File: src/rtl/pcx_fpga_pkg.sv
// Shared types and constants for the FPGA SPARC wrapper PCX receiver.
// A FIFO entry packs the atomic flag, one-hot destination and packet payload.
package pcx_fpga_pkg;

   localparam int PCX_DATA_W = 124;
   localparam int PCX_DEST_W = 5;

   localparam logic [PCX_DEST_W-1:0] DEST_L2B0 = 5'b00001;
   localparam logic [PCX_DEST_W-1:0] DEST_L2B1 = 5'b00010;
   localparam logic [PCX_DEST_W-1:0] DEST_L2B2 = 5'b00100;
   localparam logic [PCX_DEST_W-1:0] DEST_L2B3 = 5'b01000;
   localparam logic [PCX_DEST_W-1:0] DEST_IO   = 5'b10000;

   typedef struct packed {
      logic                  atom;
      logic [PCX_DEST_W-1:0] dest;
      logic [PCX_DATA_W-1:0] data;
   } pcx_entry_t;

   localparam int PCX_ENTRY_W = $bits(pcx_entry_t);

   function automatic logic is_onehot(input logic [PCX_DEST_W-1:0] v);
      return (v != '0) && ((v & (v - 1'b1)) == '0);
   endfunction

endpackage

File: src/rtl/pcx_fpga_fifo.sv
// Synchronous FIFO with occupancy count; full and empty are derived from the count.
// A push while full is accepted only when a pop frees a slot in the same cycle.
module pcx_fpga_fifo #(
   parameter int WIDTH = 130,
   parameter int DEPTH = 16,
   parameter int AW    = 4
) (
   input  logic             gclk,
   input  logic             reset_l,
   input  logic             push,
   input  logic             pop,
   input  logic [WIDTH-1:0] din,
   output logic             full,
   output logic             empty,
   output logic [WIDTH-1:0] dout
);

   logic [WIDTH-1:0] mem [DEPTH];
   logic [AW-1:0]    wr_ptr;
   logic [AW-1:0]    rd_ptr;
   logic [AW:0]      count;
   logic             do_push;
   logic             do_pop;

   assign empty   = (count == '0);
   assign full    = (count == (AW+1)'(DEPTH));
   assign do_pop  = pop & ~empty;
   assign do_push = push & (~full | do_pop);
   assign dout    = mem[rd_ptr];

   // NOTE: the storage array has no reset; count alone decides which entries are live.
   always_ff @(posedge gclk) begin
      if (do_push) mem[wr_ptr] <= din;
   end

   always_ff @(posedge gclk or negedge reset_l) begin
      if (!reset_l) begin
         wr_ptr <= '0;
         rd_ptr <= '0;
         count  <= '0;
      end else begin
         if (do_push) wr_ptr <= (wr_ptr == AW'(DEPTH-1)) ? '0 : wr_ptr + 1'b1;
         if (do_pop)  rd_ptr <= (rd_ptr == AW'(DEPTH-1)) ? '0 : rd_ptr + 1'b1;
         case ({do_push, do_pop})
            2'b10:   count <= count + 1'b1;
            2'b01:   count <= count - 1'b1;
            default: count <= count;
         endcase
      end
   end

endmodule

File: src/rtl/pcx_fpga_rcv.sv
// PCX receiver: registers the PQ request, writes the PA packet into a FIFO,
// presents the head on valid/ready and returns one grant per packet consumed.
module pcx_fpga_rcv
   import pcx_fpga_pkg::*;
#(
   parameter int DEPTH = 16,
   parameter int AW    = 4
) (
   input  logic                  gclk,
   input  logic                  reset_l,
   input  logic [PCX_DEST_W-1:0] spc_pcx_req_pq,
   input  logic                  spc_pcx_atom_pq,
   input  logic [PCX_DATA_W-1:0] spc_pcx_data_pa,
   output logic [PCX_DEST_W-1:0] pcx_spc_grant_px,
   output logic                  pcx_pkt_vld,
   input  logic                  pcx_pkt_rdy,
   output logic [PCX_DATA_W-1:0] pcx_pkt_data,
   output logic [PCX_DEST_W-1:0] pcx_pkt_dest,
   output logic                  pcx_pkt_atom,
   output logic                  pcx_ovfl_err,
   output logic                  pcx_req_err
);

   logic                  pq_vld;
   logic                  pq_atom;
   logic [PCX_DEST_W-1:0] pq_dest;
   pcx_entry_t            wr_entry;
   pcx_entry_t            head;
   logic                  fifo_full;
   logic                  fifo_empty;
   logic                  pop;

   assign wr_entry = '{atom: pq_atom, dest: pq_dest, data: spc_pcx_data_pa};

   pcx_fpga_fifo #(
      .WIDTH (PCX_ENTRY_W),
      .DEPTH (DEPTH),
      .AW    (AW)
   ) u_fifo (
      .gclk    (gclk),
      .reset_l (reset_l),
      .push    (pq_vld),
      .pop     (pop),
      .din     (wr_entry),
      .full    (fifo_full),
      .empty   (fifo_empty),
      .dout    (head)
   );

   assign pcx_pkt_vld = ~fifo_empty;
   assign pop         = pcx_pkt_vld & pcx_pkt_rdy;

   // Head fields read as zero when nothing is queued, hiding stale storage.
   assign pcx_pkt_data = pcx_pkt_vld ? head.data : '0;
   assign pcx_pkt_dest = pcx_pkt_vld ? head.dest : '0;
   assign pcx_pkt_atom = pcx_pkt_vld ? head.atom : 1'b0;

   always_ff @(posedge gclk or negedge reset_l) begin
      if (!reset_l) begin
         pq_vld           <= 1'b0;
         pq_atom          <= 1'b0;
         pq_dest          <= '0;
         pcx_spc_grant_px <= '0;
         pcx_ovfl_err     <= 1'b0;
         pcx_req_err      <= 1'b0;
      end else begin
         pq_vld  <= is_onehot(spc_pcx_req_pq);
         pq_atom <= spc_pcx_atom_pq;
         pq_dest <= spc_pcx_req_pq;
         if ((spc_pcx_req_pq != '0) && !is_onehot(spc_pcx_req_pq)) pcx_req_err <= 1'b1;
         // A full FIFO still takes the write when the head leaves in the same cycle.
         if (pq_vld && fifo_full && !pop) pcx_ovfl_err <= 1'b1;
         pcx_spc_grant_px <= pop ? head.dest : '0;
      end
   end

endmodule

File: config.mk
export PLATFORM = sky130hd
export DESIGN_NAME = pcx_fpga_rcv
export DESIGN_NICKNAME = d
export VERILOG_FILES = /design/src/rtl/pcx_fpga_pkg.sv /design/src/rtl/pcx_fpga_fifo.sv /design/src/rtl/pcx_fpga_rcv.sv
export SDC_FILE = /design/constraint.sdc
export NUM_CORES = 2
export LEC_CHECK = 0
export CORE_UTILIZATION = 40
export CTS_CLUSTER_DIAMETER = 150
export DETAILED_ROUTE_END_ITERATION = 16
export HOLD_SLACK_MARGIN = 0.1
export PLACE_DENSITY = 0.61
export SLEW_MARGIN = 30
export SYNTH_ARGS = -nofsm -noshare
export SYNTH_HDL_FRONTEND = slang
export SYNTH_SLANG_ARGS = --single-unit
File: constraint.sdc
create_clock -name gclk -period 14.67 [get_ports gclk]
set_input_delay 2.934 -clock gclk [delete_from_list [all_inputs] [get_ports gclk]]
set_output_delay 2.934 -clock gclk [all_outputs]
set_load 0.05 [all_outputs]
======== Word level (Yosys, flattened, before mapping) ========
Memory sizes are Yosys's and may differ from the RTL's.
Cells that the tools add are included.
word-level totals
  bits in registers ....................... 27
  memory bits (writable) .................. 2,080
  output and inout bits ................... 138
  memories kept ........................... 1
memory list
  name        words  bits a word  read ports  clocked after memory_dff  write ports  line                 text
  u_fifo.mem  16     130          1           0                         1            pcx_fpga_fifo.sv:18  logic [WIDTH-1:0] mem [DEPTH];
operators by class
  $add $sub $neg .......................... 5
  eq/ne operators ......................... 5
  multiplexer cells ....................... 9
  bitwise operators ....................... 7
  reductions and logical operators ........ 10
operators with widths
  cell                                                 count
  two-way mux 124 bit                                  1
  logical NOT 5 bit                                    2
  two-way mux 5 bit                                    2
  one-hot mux 5 bit (2 select lines)                   1
  subtractor 5 x 1 -> 5 bit, second input constant     2
  adder 4 x 1 -> 4 bit, second input constant          2
  equality test 4 bit, second input constant           2
  two-way mux 4 bit                                    2
  adder 5 x 1 -> 5 bit, second input constant          1
  bitwise AND 5 bit                                    1
  equality test 5 bit, second input constant           1
  nonzero test 5 bit                                   1
  logical AND 1 bit                                    4
  bitwise AND 1 bit                                    3
  two-way mux 1 bit                                    3
  equality test 2 x 1 -> 1 bit, second input constant  1
  equality test 2 bit, second input constant           1
  logical NOT 1 bit                                    2
  inverter 1 bit                                       2
  nonzero test 2 bit                                   1
  OR 1 bit                                             1

======== Logic depth before layout (Yosys ltp) ========
  word-level depth ........................ 8
  gate-level depth with buffers ........... 12
  gate-level depth less buffers ........... 10

======== Modules after synthesis ========
From an unflattened synthesis, not the netlist that was laid out.
second synthesis, totals
  cells, all modules ...................... 3,470
  area total of the unflattened synthesis .. 79,804.0 um^2
modules (own cells, without submodules)
  module         instances  cells each  area an instance (um^2)  sequential area each (um^2)
  pcx_fpga_fifo  1          3,292       78,426.5                 62,785.2
  pcx_fpga_rcv   1          178         1,377.6                  350.3

======== Least setup slack after synthesis ========
OpenSTA, ideal clock, no wires.
  path type ............................... input to register
  start point ............................. input pcx_pkt_rdy
  end point ............................... memory u_fifo.mem[0][0], enable pin
  data arrival time ....................... 12.208 ns
  required time ........................... 13.891 ns
  path slack .............................. 1.683 ns
  stages on the path ...................... 4
  cells stage by stage .................... nand2b_1 -> o21a_1 -> nand2_1 -> nor3_1
on the way
  cells in the longest elaborated chain, start to end .. 6
ends and longest elaborated chain
  item                                     line                 text
  start: declaration                       pcx_fpga_rcv.sv:16   input logic pcx_pkt_rdy,
  bitwise AND 1 bit                        pcx_fpga_rcv.sv:51   assign pop = pcx_pkt_vld & pcx_pkt_rdy;
  bitwise AND 1 bit                        pcx_fpga_fifo.sv:27  assign do_pop = pop & ~empty;
  OR 1 bit                                 pcx_fpga_fifo.sv:28  assign do_push = push & (~full | do_pop);
  bitwise AND 1 bit                        pcx_fpga_fifo.sv:28
  two-way mux 1 bit                        pcx_fpga_fifo.sv:33  if (do_push) mem[wr_ptr] <= din;
  two-way mux 1 bit (implied by the code)  pcx_fpga_fifo.sv:33
  end: declaration                         pcx_fpga_fifo.sv:18
Every way passes these cells.

======== Worst setup path after layout ========
  start point ............................. register u_fifo.rd_ptr[1]
  end point ............................... output pcx_pkt_data[14]
on the way
  cells in the longest elaborated chain, start to end .. 2
ends and longest elaborated chain
  item                        line                 text
  start: declaration          pcx_fpga_fifo.sv:20  logic [AW-1:0] rd_ptr;
  start signal: assignment    pcx_fpga_fifo.sv:43  if (do_pop) rd_ptr <= (rd_ptr == AW'(DEPTH-1)) ? '0 : rd_ptr + 1'b1;
  memory read (16 x 130 bit)  -
  two-way mux 124 bit         pcx_fpga_rcv.sv:54   assign pcx_pkt_data = pcx_pkt_vld ? head.data : '0;
  end: declaration            pcx_fpga_rcv.sv:17   output logic [PCX_DATA_W-1:0] pcx_pkt_data,
Every way passes these cells.

==> summary.md <==
| Metric | Value |
|---|---|
| Worst-Skew Late Latency | approximately 840 ps |
| Post_cts resized | 0 |
| Die area | 200000 um^2 |
| Critical Path AT | 5460 ps |
| Ys Warns | 0 |
| Die Wd | ~450 um |
| First-pass GRT wire length | approximately 270000 um |
| Delay-heaviest family, CP | buffers and inverters |
| Area Growth Syn to Fin | 16.4% |
| Startpoint types | register |
| Cells along the critical path | buf_4, buf_4, mux4_2, mux2i_1, o21ai_1, clkdlybuf4s50_1 |
| Power Total | 0.0185 W |
| Crit-path max FO | 64 |
| CP most frequent cell | buf_4 |
| Clk_skew | between 30 and 40 ps |
| Root buf cell | clkbuf_16 |
| Syn_area_per_cell | between 20 and 25 um^2 |
| Vias/cell | between 5 and 6 |
| Fin crit period | around 8400 ps |
| Initial antenna violation count | 21 |
| Worst min-delay path class | reg -> reg |
| Initial Util | 0.402 |
| Slew Viols, Final | 0 |
| All-layer global routing usage | 0.184 |
| RePlAce Congestion | between 0.7 and 0.8 |
| Drt total wl | roughly 180000 um |
| Cell Area, Synth | 79500 um^2 |
| Postcts setup bufs | 0 |
| FF+latch count, synth | approximately 2100 |
| H-tree levels | 4 |
| Peak VDD IR | between 0.0002 and 0.00025 V |
| Post-CTS Hold Buffers | 0 |
| Std-Cell Rows | about 160 |
| Multi-input gate area | approximately 16000 um^2 |
| Worst Max-Slew Pin Slew | approximately 1000 ps |
| # DRC | 0 |
| Synth Instances | approximately 3300 |
| Leak | approximately 28 nW |
| Largest net degree at the start of global routing | ~130 |
| Worst endpoint required time | 11740 ps |
| Buffers and inverters on the worst path | 3 |
| Sequential fraction of the synthesis area | 0.795 |
| IO buf count | 270 |
| Final Hold Vio Count | 0 |
| CTS Sinks | 2107 |
| Status | finished clean |
| Final-stage net count | ~3800 |
| Layout cells sized above 1 | 0.243 |
| PD cells | around 200 nW/um^2 |
| Ys async rst share | 0.0128 |
| Remaining global-route overflow | 0 |
| Routed length per instance | 28.2 um |
| Core area | between 150000 and 200000 um^2 |
| CTS tree | yes |
| Max stage delay cell, worst path | dfrtp_4 |
| Most used flip-flop cell after synthesis | edfxtp_1 |
| FMAX | roughly 120 MHz |
| Tcrit/Tclk final | 0.572 |
| Synth cell types | 48 |
| 1st-iter DRT viols | just under 3000 |
| Slew margin rel. | 0.334 |
| Post-synth EDFFs | 2080 |
| Clk pin slew, worst setup/hold paths | approximately 60 ps |
| First-pass DRT Iterations | 5 |
| Setup violators final | 0 |
| Max_cap viols | 0 |
| Dpl hpwl | about 90000 um |
| Vias in the first global route | between 30000 and 40000 |
| Max incr delay on CP | ~960 ps |
| WS Path Type | reg -> out |
| Total negative slack | 0 ps |
| Clk buf depth | 3 |
| Top Ports | between 200 and 300 |
| Final ANT Viol Nets | 0 |
| Vias post-DR | approximately 36000 |
| Total CTS buffers | around 210 |
| Fillcell total | 16199 |
| DIE HEIGHT | about 450 um |
| Crit. End Element | primary output |
| FF/Latch Area | around 63000 um^2 |
| Unrepaired setup endpoints after global routing | no |
| Net Count, Synth | 3456 |
==> cell type report <==
cell class | instances | share of cell area
sequential | 2107 | 0.683
multi-input combinational | 1022 | 0.168
clock buffer | 250 | 0.0590
timing repair buffer | 350 | 0.0392
tap | 2640 | 0.0357
clock inverter | 138 | 0.0149
inverter | 7 | 0.000284
antenna | 4 | 0.000108
==> cell families after synthesis <==
family	after synthesis	synth area share
xor+xnor	7	0.000772
compound gates	291	0.0232
buf+inv	185	0.0114
flops	2107	0.795
fa+ha+maj	10	0.00154
mux	659	0.165
simple gates	55	0.00351
==> synth_stat cells (all sizes together) (2+ instances only) <==
master | number | area (um^2)
a22oi | 125 | 938
mux4 | 520 | 11700
inv | 7 | 26.3
mux2 | 3 | 37.5
a21oi | 5 | 32.5
xor2 | 2 | 17.5
edfxtp | 2080 | 62500
nor2 | 16 | 60.1
xnor2 | 5 | 43.8
nand3 | 3 | 15.0
ha | 9 | 113
o22ai | 10 | 62.6
a21o | 2 | 15.0
nor3 | 6 | 30.0
clkbuf | 61 | 229
o21ai | 136 | 684
mux2i | 136 | 1360
nand2b | 6 | 37.5
buf | 117 | 652
a31oi | 2 | 12.5
nand2 | 16 | 62.6
o21a | 3 | 22.5
a311oi | 2 | 17.5
dfrtp | 27 | 676
==> power by group <==
group	leakage [nW]	internal, W	switching (W)
Clock	3.29	0.00297	0.00229
Combinational	6.11	0.00231	0.00376
Sequential	19.1	0.00701	0.000172
Total	28.5	0.0123	0.00622
==> layout by cell type (no fill, tap or decap), types with 6 or more instances in the layout <==
cell	synthesis	final
edfxtp_1	2080	2080
mux4_2	520	520
clkdlybuf4s50_1	0	270
clkbuf_16	0	212
mux2i_1	136	136
o21ai_1	129	129
a22oi_1	125	125
buf_4	23	55
clkinv_1	0	42
clkinv_2	0	41
clkbuf_1	61	37
dfrtp_1	27	24
bufinv_16	0	17
clkinvlp_4	0	17
nand2_1	15	15
nor2_4	0	12
buf_12	0	11
o22ai_1	10	10
ha_1	9	9
inv_6	0	8
buf_16	0	8
clkinv_16	0	7
o21ai_0	6	6
buf_6	6	6
==> path summary, 6_finish.rpt <==
path                                  start                to  slack, ps  cells past startpoint
setup / recovery           u_fifo.rd_ptr[1]  pcx_pkt_data[14]       6280                      6
hold / removal                  pcx_req_err       pcx_req_err        490                      1
setup reg to reg            u_fifo.count[2]  u_fifo.mem[7][1]      10470                      6
hold reg to reg                 pcx_req_err       pcx_req_err        490                      1
max in group asynchronous           reset_l  u_fifo.rd_ptr[0]      11830                      2
min in group asynchronous           reset_l   u_fifo.count[3]       2500                      2
==> metrics by stage <==
stage | utilization | setup WS [ps] | hold slack [ps] | std cells | instance area (um^2)
global placement | 0.433 | 6960 | 463 | 6118 | 85400
detailed placement | 0.433 | 7020 | 468 | 6123 | 85600
floorplan | - | 1680 | 508 | 3314 | 79500
finish | 0.468 | 6280 | 487 | 6518 | 92500
global route | 0.468 | 5900 | 512 | 6515 | 92500
CTS | 0.468 | 6080 | 487 | 6511 | 92400
==> per-layer routing <==
metal | vias to the layer above | GRT usage | share of wire
met3 | 269 | 0.0324 | 0.050
met5 | - | 0 | 0.00050
li1 | 15085 | - | -
met2 | 948 | 0.318 | 0.52
met1 | 19753 | 0.242 | 0.41
met4 | 16 | 0.0443 | 0.019
==> state kept, by name, indices dropped and copies added (netlist names) <==
| name | count |
|---|---|
| pcx_req_err | 1 |
| u_fifo.wr_ptr | 4 |
| pq_atom | 1 |
| pcx_ovfl_err | 1 |
| pq_vld | 1 |
| u_fifo.mem | 2080 |
| pq_dest | 5 |
| u_fifo.rd_ptr | 4 |
| pcx_spc_grant_px | 5 |
| u_fifo.count | 5 |
No activity file was read; power rests on OpenSTA's default activity.
